--- src/rtl/i2c_target_regfile.sv ---
// i2c_target_regfile: I2C target with an 8-entry register file (reg 7 reads 8'hA5).
// Define I2C_TARGET_AUTOINC_EN to auto-increment the pointer after each acked byte.
module i2c_target_regfile #(
  parameter logic [6:0] TARGET_ADDR = 7'h44
) (
  input  logic       clk,
  input  logic       rst_n,
  input  logic       scl_i,
  input  logic       sda_i,
  output logic       sda_oe,
  output logic       wr_pulse,
  output logic [2:0] wr_addr,
  output logic [7:0] wr_data,
  output logic [7:0] ctrl_out,
  output logic       busy
);
  typedef enum logic [3:0] {IDLE, ADDR, ADDR_ACK, PTR, PTR_ACK, WDATA, WDATA_ACK, RDATA, RACK} state_t;
  state_t st;
  logic scl_s1, scl_s2, scl_q, sda_s1, sda_s2, sda_q;
  logic scl_rise, scl_fall, start, stop, mack;
  logic [3:0] cnt;
  logic [7:0] sh, byte_in, rd_cur, rd_nxt;
  logic [2:0] ptr, ptr_inc;
  logic [7:0] regs [0:6];
  assign scl_rise = scl_s2 & ~scl_q;
  assign scl_fall = ~scl_s2 & scl_q;
  assign start    = scl_s2 & scl_q & sda_q & ~sda_s2;
  assign stop     = scl_s2 & scl_q & ~sda_q & sda_s2;
  assign byte_in  = {sh[6:0], sda_s2};
`ifdef I2C_TARGET_AUTOINC_EN
  assign ptr_inc  = ptr + 3'd1;
`else
  assign ptr_inc  = ptr;
`endif
  assign rd_cur   = (ptr == 3'd7) ? 8'hA5 : regs[ptr];
  assign rd_nxt   = (ptr_inc == 3'd7) ? 8'hA5 : regs[ptr_inc];
  assign ctrl_out = regs[0];
  always_ff @(posedge clk) begin
    if (!rst_n) begin
      {scl_s1, scl_s2, scl_q, sda_s1, sda_s2, sda_q} <= 6'h3f;
      st       <= IDLE;
      ptr      <= 3'd0;
      cnt      <= 4'd0;
      sh       <= 8'h00;
      mack     <= 1'b0;
      sda_oe   <= 1'b0;
      wr_pulse <= 1'b0;
      wr_addr  <= 3'd0;
      wr_data  <= 8'h00;
      busy     <= 1'b0;
      for (int i = 0; i < 7; i++) regs[i] <= 8'h00;
    end else begin
      scl_s1   <= scl_i;
      scl_s2   <= scl_s1;
      scl_q    <= scl_s2;
      sda_s1   <= sda_i;
      sda_s2   <= sda_s1;
      sda_q    <= sda_s2;
      wr_pulse <= 1'b0;
      if (start) begin
        st     <= ADDR;
        cnt    <= 4'd0;
        sda_oe <= 1'b0;
        busy   <= 1'b0;
      end else if (stop) begin
        st     <= IDLE;
        sda_oe <= 1'b0;
        busy   <= 1'b0;
      end else begin
        case (st)
          ADDR, PTR, WDATA: begin
            if (scl_rise && cnt < 4'd8) begin
              sh  <= byte_in;
              cnt <= cnt + 4'd1;
              // the write lands on the 8th rise, before the ack slot
              if (st == WDATA && cnt == 4'd7 && ptr != 3'd7) begin
                regs[ptr] <= byte_in;
                wr_pulse  <= 1'b1;
                wr_addr   <= ptr;
                wr_data   <= byte_in;
              end
            end else if (scl_fall && cnt == 4'd8) begin
              cnt <= 4'd0;
              if (st == ADDR) begin
                st     <= (sh[7:1] == TARGET_ADDR) ? ADDR_ACK : IDLE;
                sda_oe <= sh[7:1] == TARGET_ADDR;
                busy   <= sh[7:1] == TARGET_ADDR;
              end else if (st == PTR) begin
                st     <= (sh < 8'd8) ? PTR_ACK : IDLE;
                sda_oe <= sh < 8'd8;
                ptr    <= (sh < 8'd8) ? sh[2:0] : ptr;
              end else begin
                st     <= WDATA_ACK;
                sda_oe <= 1'b1;
              end
            end
          end
          ADDR_ACK: if (scl_fall) begin
            st     <= sh[0] ? RDATA : PTR;
            sda_oe <= sh[0] & ~rd_cur[7];
            sh     <= rd_cur;
            cnt    <= 4'd0;
          end
          PTR_ACK: if (scl_fall) begin
            st     <= WDATA;
            sda_oe <= 1'b0;
          end
          WDATA_ACK: if (scl_fall) begin
            st     <= WDATA;
            sda_oe <= 1'b0;
            ptr    <= ptr_inc;
          end
          RDATA: if (scl_fall) begin
            st     <= (cnt == 4'd7) ? RACK : RDATA;
            sda_oe <= (cnt == 4'd7) ? 1'b0 : ~sh[6];
            sh     <= {sh[6:0], 1'b0};
            cnt    <= (cnt == 4'd7) ? 4'd0 : cnt + 4'd1;
          end
          RACK: begin
            if (scl_rise) mack <= ~sda_s2;
            if (scl_fall) begin
              st     <= mack ? RDATA : IDLE;
              sda_oe <= mack & ~rd_nxt[7];
              sh     <= rd_nxt;
              ptr    <= mack ? ptr_inc : ptr;
              cnt    <= 4'd0;
            end
          end
          default: ;
        endcase
      end
    end
  end
endmodule

--- config.mk ---
export PLATFORM = sky130hd
export DESIGN_NAME = i2c_target_regfile
export DESIGN_NICKNAME = d
export VERILOG_FILES = /design/src/rtl/i2c_target_regfile.sv
export SDC_FILE = /design/constraint.sdc
export NUM_CORES = 1
export LEC_CHECK = 0
export BUFFER_PORTS_ARGS = -buffer_cell sky130_fd_sc_hd__buf_2
export CORE_ASPECT_RATIO = 0.6
export CORE_MARGIN = 3
export CORE_UTILIZATION = 30
export CTS_CLUSTER_DIAMETER = 60
export DETAILED_ROUTE_END_ITERATION = 7
export GPL_TIMING_DRIVEN = 1
export PLACE_DENSITY = 0.47
export SKIP_CTS_REPAIR_TIMING = 1
export SLEW_MARGIN = 20
export SYNTH_ARGS = -nofsm -noshare
export SYNTH_HDL_FRONTEND = slang
export SYNTH_SLANG_ARGS = --single-unit
--- constraint.sdc ---
create_clock -name clk -period 2.7 [get_ports clk]
set_clock_uncertainty 0.15 [all_clocks]
set_input_delay 0.27 -clock clk [delete_from_list [all_inputs] [get_ports clk]]
set_output_delay 0.27 -clock clk [all_outputs]
set_load 0.005 [all_outputs]
# Word-level counts from Yosys, hierarchy flattened
# Memories as Yosys holds them, arrays and structs flattened. A register that Yosys moved wholly into a read port is not among the register bits.
# Index checks and enable logic that the tools add are counted.
# word_totals
reg_bits	40
ramBits	56
in_bits	4
output_inout_bits	22
word_cells	140
memories	1
# mem_list
memory	words	width	read_ports	rd_ports_with_merged_regs	write_ports	line_no	source
regs	7	8	2	1	7	24	logic [7:0] regs [0:6];
# classes
add_sub_neg	1
n_lt_le_gt_ge	2
n_eq_ne	28
n_mux	50
bitwise_logic	20
reduce_logical	21
# ops
cell	count
4-bit two-way mux	12
8-bit two-way mux	5
3-bit two-way mux	8
8-bit one-hot mux with 3 select lines	1
4-bit by 3-bit == test with 1-bit output, second input constant	5
1-bit two-way mux	20
4-bit inequality test, second input constant	5
4-bit one-hot mux with 5 select lines	1
7-bit AND reduction	2
2-bit inequality test, second input constant	6
4-bit one-hot mux with 3 select lines	1
1-bit NOT	11
5-bit AND reduction	2
1-bit AND	9
4-bit by 2-bit == test with 1-bit output, second input constant	2
4-bit == test, second input constant	2
8-bit by 4-bit less-than comparator with 1-bit output, second input constant	1
4-bit AND reduction	2
8-bit AND reduction	1
8-bit OR reduction	1
7-bit == test, second input constant	1
7-bit nonzero test	1
3-bit inequality test, second input constant	2
6-bit AND reduction	1
other kinds (13)	20

# Depth between registers and ports, before layout
# Gate-level depths: netlist (run 1).
# logic_depth
word_depth	12
ltp_mapped	7
mapped_depth_nobuf	7

# Worst setup path before layout (run 1)
# No wires, ideal clock.
# synth_path
kind	register to register
from	reg cnt[0]
to	mem regs[5][0] (enable)
setup_time_ns	0.370
arrival_time_ns	1.831
t_required_ns	2.180
slack_ns	0.349
path_stages_with_launch	7
n_path_buf	1
period_less_slack_ns	2.351
path_cell_list	dfxtp_1 > ha_1 > nand3b_1 > or3_1 > o31a_1 > buf_2 > nor2_1
# synth_lines
element	line_no	source
start, declared	21	logic [3:0] cnt;
start signal, assigned	74	cnt <= cnt + 4'd1;
start signal, assigned	117	cnt <= (cnt == 4'd7) ? 4'd0 : cnt + 4'd1;
end, declared	24	

==> results of run 1 <==
sequential cells by signal, summed over array words and instances (netlist names), 3 cells and up, named ones only:
signal	count
cnt	4
regs	64
st	4
ptr	3
sh	8
wr_addr	3
wr_data	8
stage by stage:
| stage | worst slack, ns | instance area [µm²] | std cells | total power, mW | hold WS [ns] |
|---|---|---|---|---|---|
| floorplan | 0.349 | 5030 | 472 | 1.88 | 0.221 |
| global placement | 0.410 | 5430 | 711 | 1.93 | 0.241 |
| detailed placement | 0.398 | 5430 | 711 | 1.93 | 0.247 |
| CTS | 0.388 | 5730 | 727 | 3.23 | -0.0686 |
| global route | 0.215 | 5750 | 729 | 3.32 | 0.219 |
| finish | 0.379 | 5750 | 729 | 3.21 | 0.197 |
power by group through the flow:
stage | clock network [mW] | registers [mW] | logic [mW]
detailed placement | 0 | 1.82 | 0.113
finish | 1.31 | 1.78 | 0.115
global route | 1.41 | 1.78 | 0.128
CTS | 1.34 | 1.78 | 0.113
floorplan | 0 | 1.80 | 0.0749
global placement | 0 | 1.81 | 0.113
synthesized netlist by cell type, types with 6 or more instances:
cell type  count
inv_1         13
and2_1        25
nor2_1        40
nand2_1       50
a21boi_0       7
clkbuf_1      11
nor2b_1        7
mux2i_1       18
nand3_1       16
buf_2          9
a21oi_1       22
mux4_2         6
o21ai_0       15
nand2b_1      17
mux2_2         8
edfxtp_1      56
dfxtp_1       51
o22ai_1       10
nor3_1         9
metal layers:
| metal | vias to the layer above | track usage | wire, µm | part of all wire |
|---|---|---|---|---|
| li1 | 1738 | - | - | - |
| met1 | 1769 | 0.259 | 7750 | 0.55 |
| met2 | 132 | 0.194 | 5220 | 0.37 |
| met3 | 7 | 0.0446 | 1130 | 0.080 |
| met4 | 0 | 0.0335 | 92 | 0.0065 |
| met5 | - | 0 | 0 | 0 |
worst max-delay path by stage:
stage            endpoint  cells past startpoint
2_1_floorplan  regs[5][0]                      6
3_3_place_gp   regs[5][2]                      6
3_5_place_dp   regs[5][2]                      6
4_1_cts        regs[5][2]                      6
5_1_grt        regs[3][7]                      6
6_report       regs[5][2]                      6
cell type report:
| type | count | share of cell area |
|---|---|---|
| clock buffers | 10 | 0.0399 |
| clock inverters | 6 | 0.0109 |
| inverters | 14 | 0.00915 |
| multi-input cells | 325 | 0.373 |
| flip-flops and latches | 107 | 0.470 |
| well taps | 222 | 0.0483 |
| repair buffers | 45 | 0.0488 |
worst max-delay path, delay by kind of cell, from the launching register on:
family / cells / cell delay (ns)
and+or+nand+nor: 3 / 0.75
DFF: 1 / 0.38
AOI/OAI and AO/OA: 1 / 0.30
adders and majority gates: 1 / 0.25
buffers and inverters: 1 / 0.20
placed cells by master (no fill, tap or decap), drive strengths merged, types with 15 or more instances in the layout:
cell type / n
nor2: 41
inv: 19
a21oi: 23
mux2i: 18
nand2b: 18
dfxtp: 51
and2: 26
edfxtp: 56
nand3: 16
nand2: 50
buf: 43
o21ai: 15
logic make-up (layout without fill, tap and decap cells):
logic type      count (synthesis)  after routing
simple gates                  196            196
flops                         107            107
compound gates                 83             83
buf+inv                        40             75
mux                            32             32
fa+ha+maj                       3              3
xor+xnor                        3              3
other cells                     1              8
==> metrics.txt, run 1 <==
Post-Synth Simple-Gate Area 0.220; proportion of power drawn by the clock network 0.410; main combinational cell family by area after synthesis simple AND/OR/NAND/NOR gates; Reg2Reg Setup Slack 0.38 ns; Worst VDD drop 0.000322 V; top cell type by total area after synthesis edfxtp_1; Avg WL per Cell 19.5 µm; #FFs+latches synth 107; hpwl dp 10,600 µm; CTS H-tree depth 3; final layout net count 508; Finished Core Util 0.363; worst hold path depth 3; Synth Area in XOR/XNOR 0.00525; worst hold path type in2reg; # diodes 0; Clk Tree Root Cell clkbuf_16; initial antenna violation count 1; Vias/cell 5.00; Post-Syn Area 0.00500 mm²; Synth area leaders edfxtp_1 34%, dfxtp_1 20%, nand2_1 3.8%; Ports 26; Clock transition at path regs 0.07 ns; TritonRoute pass-1 iters 5; hold endpoint sh[6]; via count 3,646; Sw Pwr 0.758 mW; total core area 0.0158 mm²; Setup CP Type reg2reg; Skew-Pair Late Insertion Delay 0.35 ns; DRC violations left 0; critical path endpoint category flip-flop; Die Footprint 0.0183 mm²; # rows 35; CTS max path bufs 2; Slew @ Worst Pin 0.556 ns; Gate power share 0.036; TNS Setup 0 ns; PD cells 558 mW/mm²; Synth cell types 67; max incr delay on CP 0.42 ns; TritonCTS clock tree built; reg-to-reg endpoint regs[5][2]; Synth Warn # 0; Startpoint Class flip-flop; run status finished, final reports clean; multi-input combinational cell area 0.00214 mm²; vias in the first global route 3,411; CTS sink cnt 107; TritonCTS Buffers 9; post-synthesis sequential area ratio 0.540; crit share post-route 0.860; Compound-Gate Fraction of Synth Area 0.109; Worst Reg-to-Reg Cells 6; Die Y 106 µm; CP max-delay cell or3_1; die width 173 µm; largest net degree at the start of global routing 21; Leakage Power 2.08 nW; total track usage 0.158; top cell type's share of synthesized area 0.336; Max Clk Rate 431 MHz; Mapped Avg Cell Area 10.8 µm²; Req. time, crit path 2.61 ns; layout cells sized above 1 0.172; Area Overhead vs Synth 14.9%; Gate Count Post-Synth 465; Final setup viols 0; DRT iter0 DRCs 319; sw frac 0.236; Slew Viols, Final 0; Cell Chain, Critical Path ha_1, nand3b_1, or3_1, o31a_1, nor2_1, buf_4; GRT overflow 0; sequential group share of total power 0.554; number of synthesized flops with an enable pin 56; Post-DRT Antenna Nets 0; Reg area 0.00270 mm²; MaxCap Viol Count 0; RSZ-0062 raised after global routing no; proportion of synthesized area in mux cells 0.0810; first-pass GRT wire length 21,700 µm; gpl congestion 0.835; CP startpoint cnt[1]; Worst EP arrival 2.23 ns; critical-path maximum fanout 8; final hold violations 0; Buffers on Ports 25; Synth Flop Type edfxtp_1; worst hold start rst_n; internal power 2.45 mW; final WL 14,200 µm; ys async rst share 0; Initial Util 0.316; minimum clock period after layout 2.32 ns; max_slew headroom 0.627; fill count 1,594; Worst R2R Start cnt[1]; Adder-Cell Fraction of Synth Area 0.00700
No activity file was read; power rests on OpenSTA's default activity.
==> inputs of run 2 (changes only) <==
Settings changed: ABC_AREA from default to 1.
==> metrics.txt, run 2 <==
Max Clk Rate 422 MHz; total track usage 0.155; DRC violations left 0; Mapped Avg Cell Area 8.25 µm²; CTS H-tree depth 3; ys async rst share 0; Synth area leaders edfxtp_1 33%, dfxtp_1 20%, nand2_1 10%; #FFs+latches synth 107; Worst VDD drop 0.000317 V; worst hold path type reg2reg; number of synthesized flops with an enable pin 56; Post-DRT Antenna Nets 0; run status finished, final reports clean; worst hold path depth 1; hpwl dp 10,200 µm; hold endpoint scl_s2; CP max-delay cell dfxtp_1; CP dominant cell by count nand2_2; CTS max path bufs 2; total core area 0.0164 mm²; Area Overhead vs Synth 14.6%; PD cells 588 mW/mm²; Clock transition at path regs 0.08 ns; Synth cell types 36; TritonRoute pass-1 iters 5; Post-Syn Area 0.00508 mm²; # rows 36; Setup CP Type reg2reg; top-count cell post-synth nand2_1; final WL 14,100 µm; MaxCap Viol Count 0; top cell type by total area after synthesis edfxtp_1; max incr delay on CP 0.40 ns; Synth Flop Type edfxtp_1; DRT iter0 DRCs 395; Initial Util 0.310; crit share post-route 0.878; max reg flops 64; Cell Chain, Critical Path ha_1, nand2_2, nor2_2, nand3_2, nor2_4, nand2_4, nor3_4, nand2_2, nand2_1; Ports 26; Slew Viols, Final 0; layout cells sized above 1 0.134; TNS Setup 0 ns; critical-path maximum fanout 9; max_slew headroom 0.491; Skew-Pair Late Insertion Delay 0.35 ns; post-synthesis sequential area ratio 0.532; Startpoint Class flip-flop; first-pass GRT wire length 22,000 µm; Final setup viols 0; Reg2Reg Setup Slack 0.33 ns; TritonCTS clock tree built; worst hold start scl_s1; Worst R2R Start cnt[0]; top cell type's share of synthesized area 0.331; die width 174 µm; Avg WL per Cell 16.0 µm; most common cell after layout, fill and taps aside nand2_1; Slew @ Worst Pin 0.757 ns; vias in the first global route 3,721; Buffers on Ports 25; reg-to-reg endpoint regs[1][7]; Biggest register regs; Req. time, crit path 2.58 ns; critical path endpoint category flip-flop; Synth Warn # 0; gpl congestion 0.843; Die Y 107 µm; most frequent cells in the layout 137 x nand2_1, 105 x nor2_1, 72 x inv_1; initial antenna violation count 0; Leakage Power 2.59 nW; via count 4,152; Worst EP arrival 2.25 ns; Clk Tree Root Cell clkbuf_16; Largest regs regs: 64 flops, sh: 8 flops, wr_data: 8 flops; minimum clock period after layout 2.37 ns; Vias/cell 4.70; Die Footprint 0.0186 mm²; RSZ-0062 raised after global routing no; Gate Count Post-Synth 616; Synth top cells by count 137 x nand2_1, 105 x nor2_1, 72 x inv_1, 56 x edfxtp_1, 51 x dfxtp_1; CTS sink cnt 107; TritonCTS Buffers 9; GRT overflow 0; Worst Reg-to-Reg Cells 9; # diodes 0; final hold violations 0; final layout net count 657; largest net degree at the start of global routing 37; Worst Hold Slack 0.271 ns
## run 2: where the power goes
group / internal [mW] / switching (mW)
logic: 0.0658 / 0.135
registers: 1.76 / 0.0448
clock network: 0.744 / 0.673
## run 2: logic make-up (layout without fill, tap and decap cells)
| family | after synthesis | count (layout) | synth area share |
|---|---|---|---|
| compound gates | 68 | 68 | 0.0707 |
| xor+xnor | 1 | 1 | 0.00172 |
| fa+ha+maj | 2 | 2 | 0.00493 |
| buf+inv | 92 | 125 | 0.0732 |
| flops | 107 | 107 | 0.532 |
| other cells | 1 | 8 | 0.000738 |
| simple gates | 345 | 345 | 0.317 |
## run 2: through the flow
step                      instance area, µm²   util  cells  power [mW]  setup slack, ns
after global placement                  5480  0.334    866        2.03            0.400
after global routing                    5820  0.355    884        3.56            0.133
after detailed placement                5480  0.334    866        2.04            0.351
after CTS                               5800  0.354    882        3.44            0.322
final                                   5820  0.355    884        3.42            0.331
after floorplan                         5110      -    623        1.97            0.408
## run 2: cell type report
type                            instances  area [µm²]
Clock buffer                            9         225
Tap cell                              228         285
Multi-Input combinational cell        424        2030
Sequential cell                       107        2700
Clock inverter                          7        91.3
Timing Repair Buffer                   33         190
Fill cell                            1714       10600
Inverter                               76         293
## run 2: metal layers
layer,vias to the layer above,share of wire,global-route usage
met1,1950,0.56,0.261
met4,0,0.0074,0.0258
met5,-,0,0
met3,10,0.068,0.0361
li1,2050,-,-
met2,142,0.37,0.195
## run 2: worst max path at each step
stage,startpoint,to,slack (ns)
floorplan,cnt[0],regs[2][0],0.41
global placement,cnt[1],regs[0][4],0.40
detailed placement,cnt[0],regs[1][5],0.35
CTS,cnt[1],regs[4][1],0.32
global route,cnt[0],regs[1][7],0.13
finish,cnt[0],regs[1][7],0.33
## run 2: worst max-delay path, delay by kind of cell (launching register included)
family | cells | cell delay, ns
adder cells (fa/ha/maj) | 1 | 0.22
flip-flops | 1 | 0.40
AND/OR/NAND/NOR | 8 | 1.27
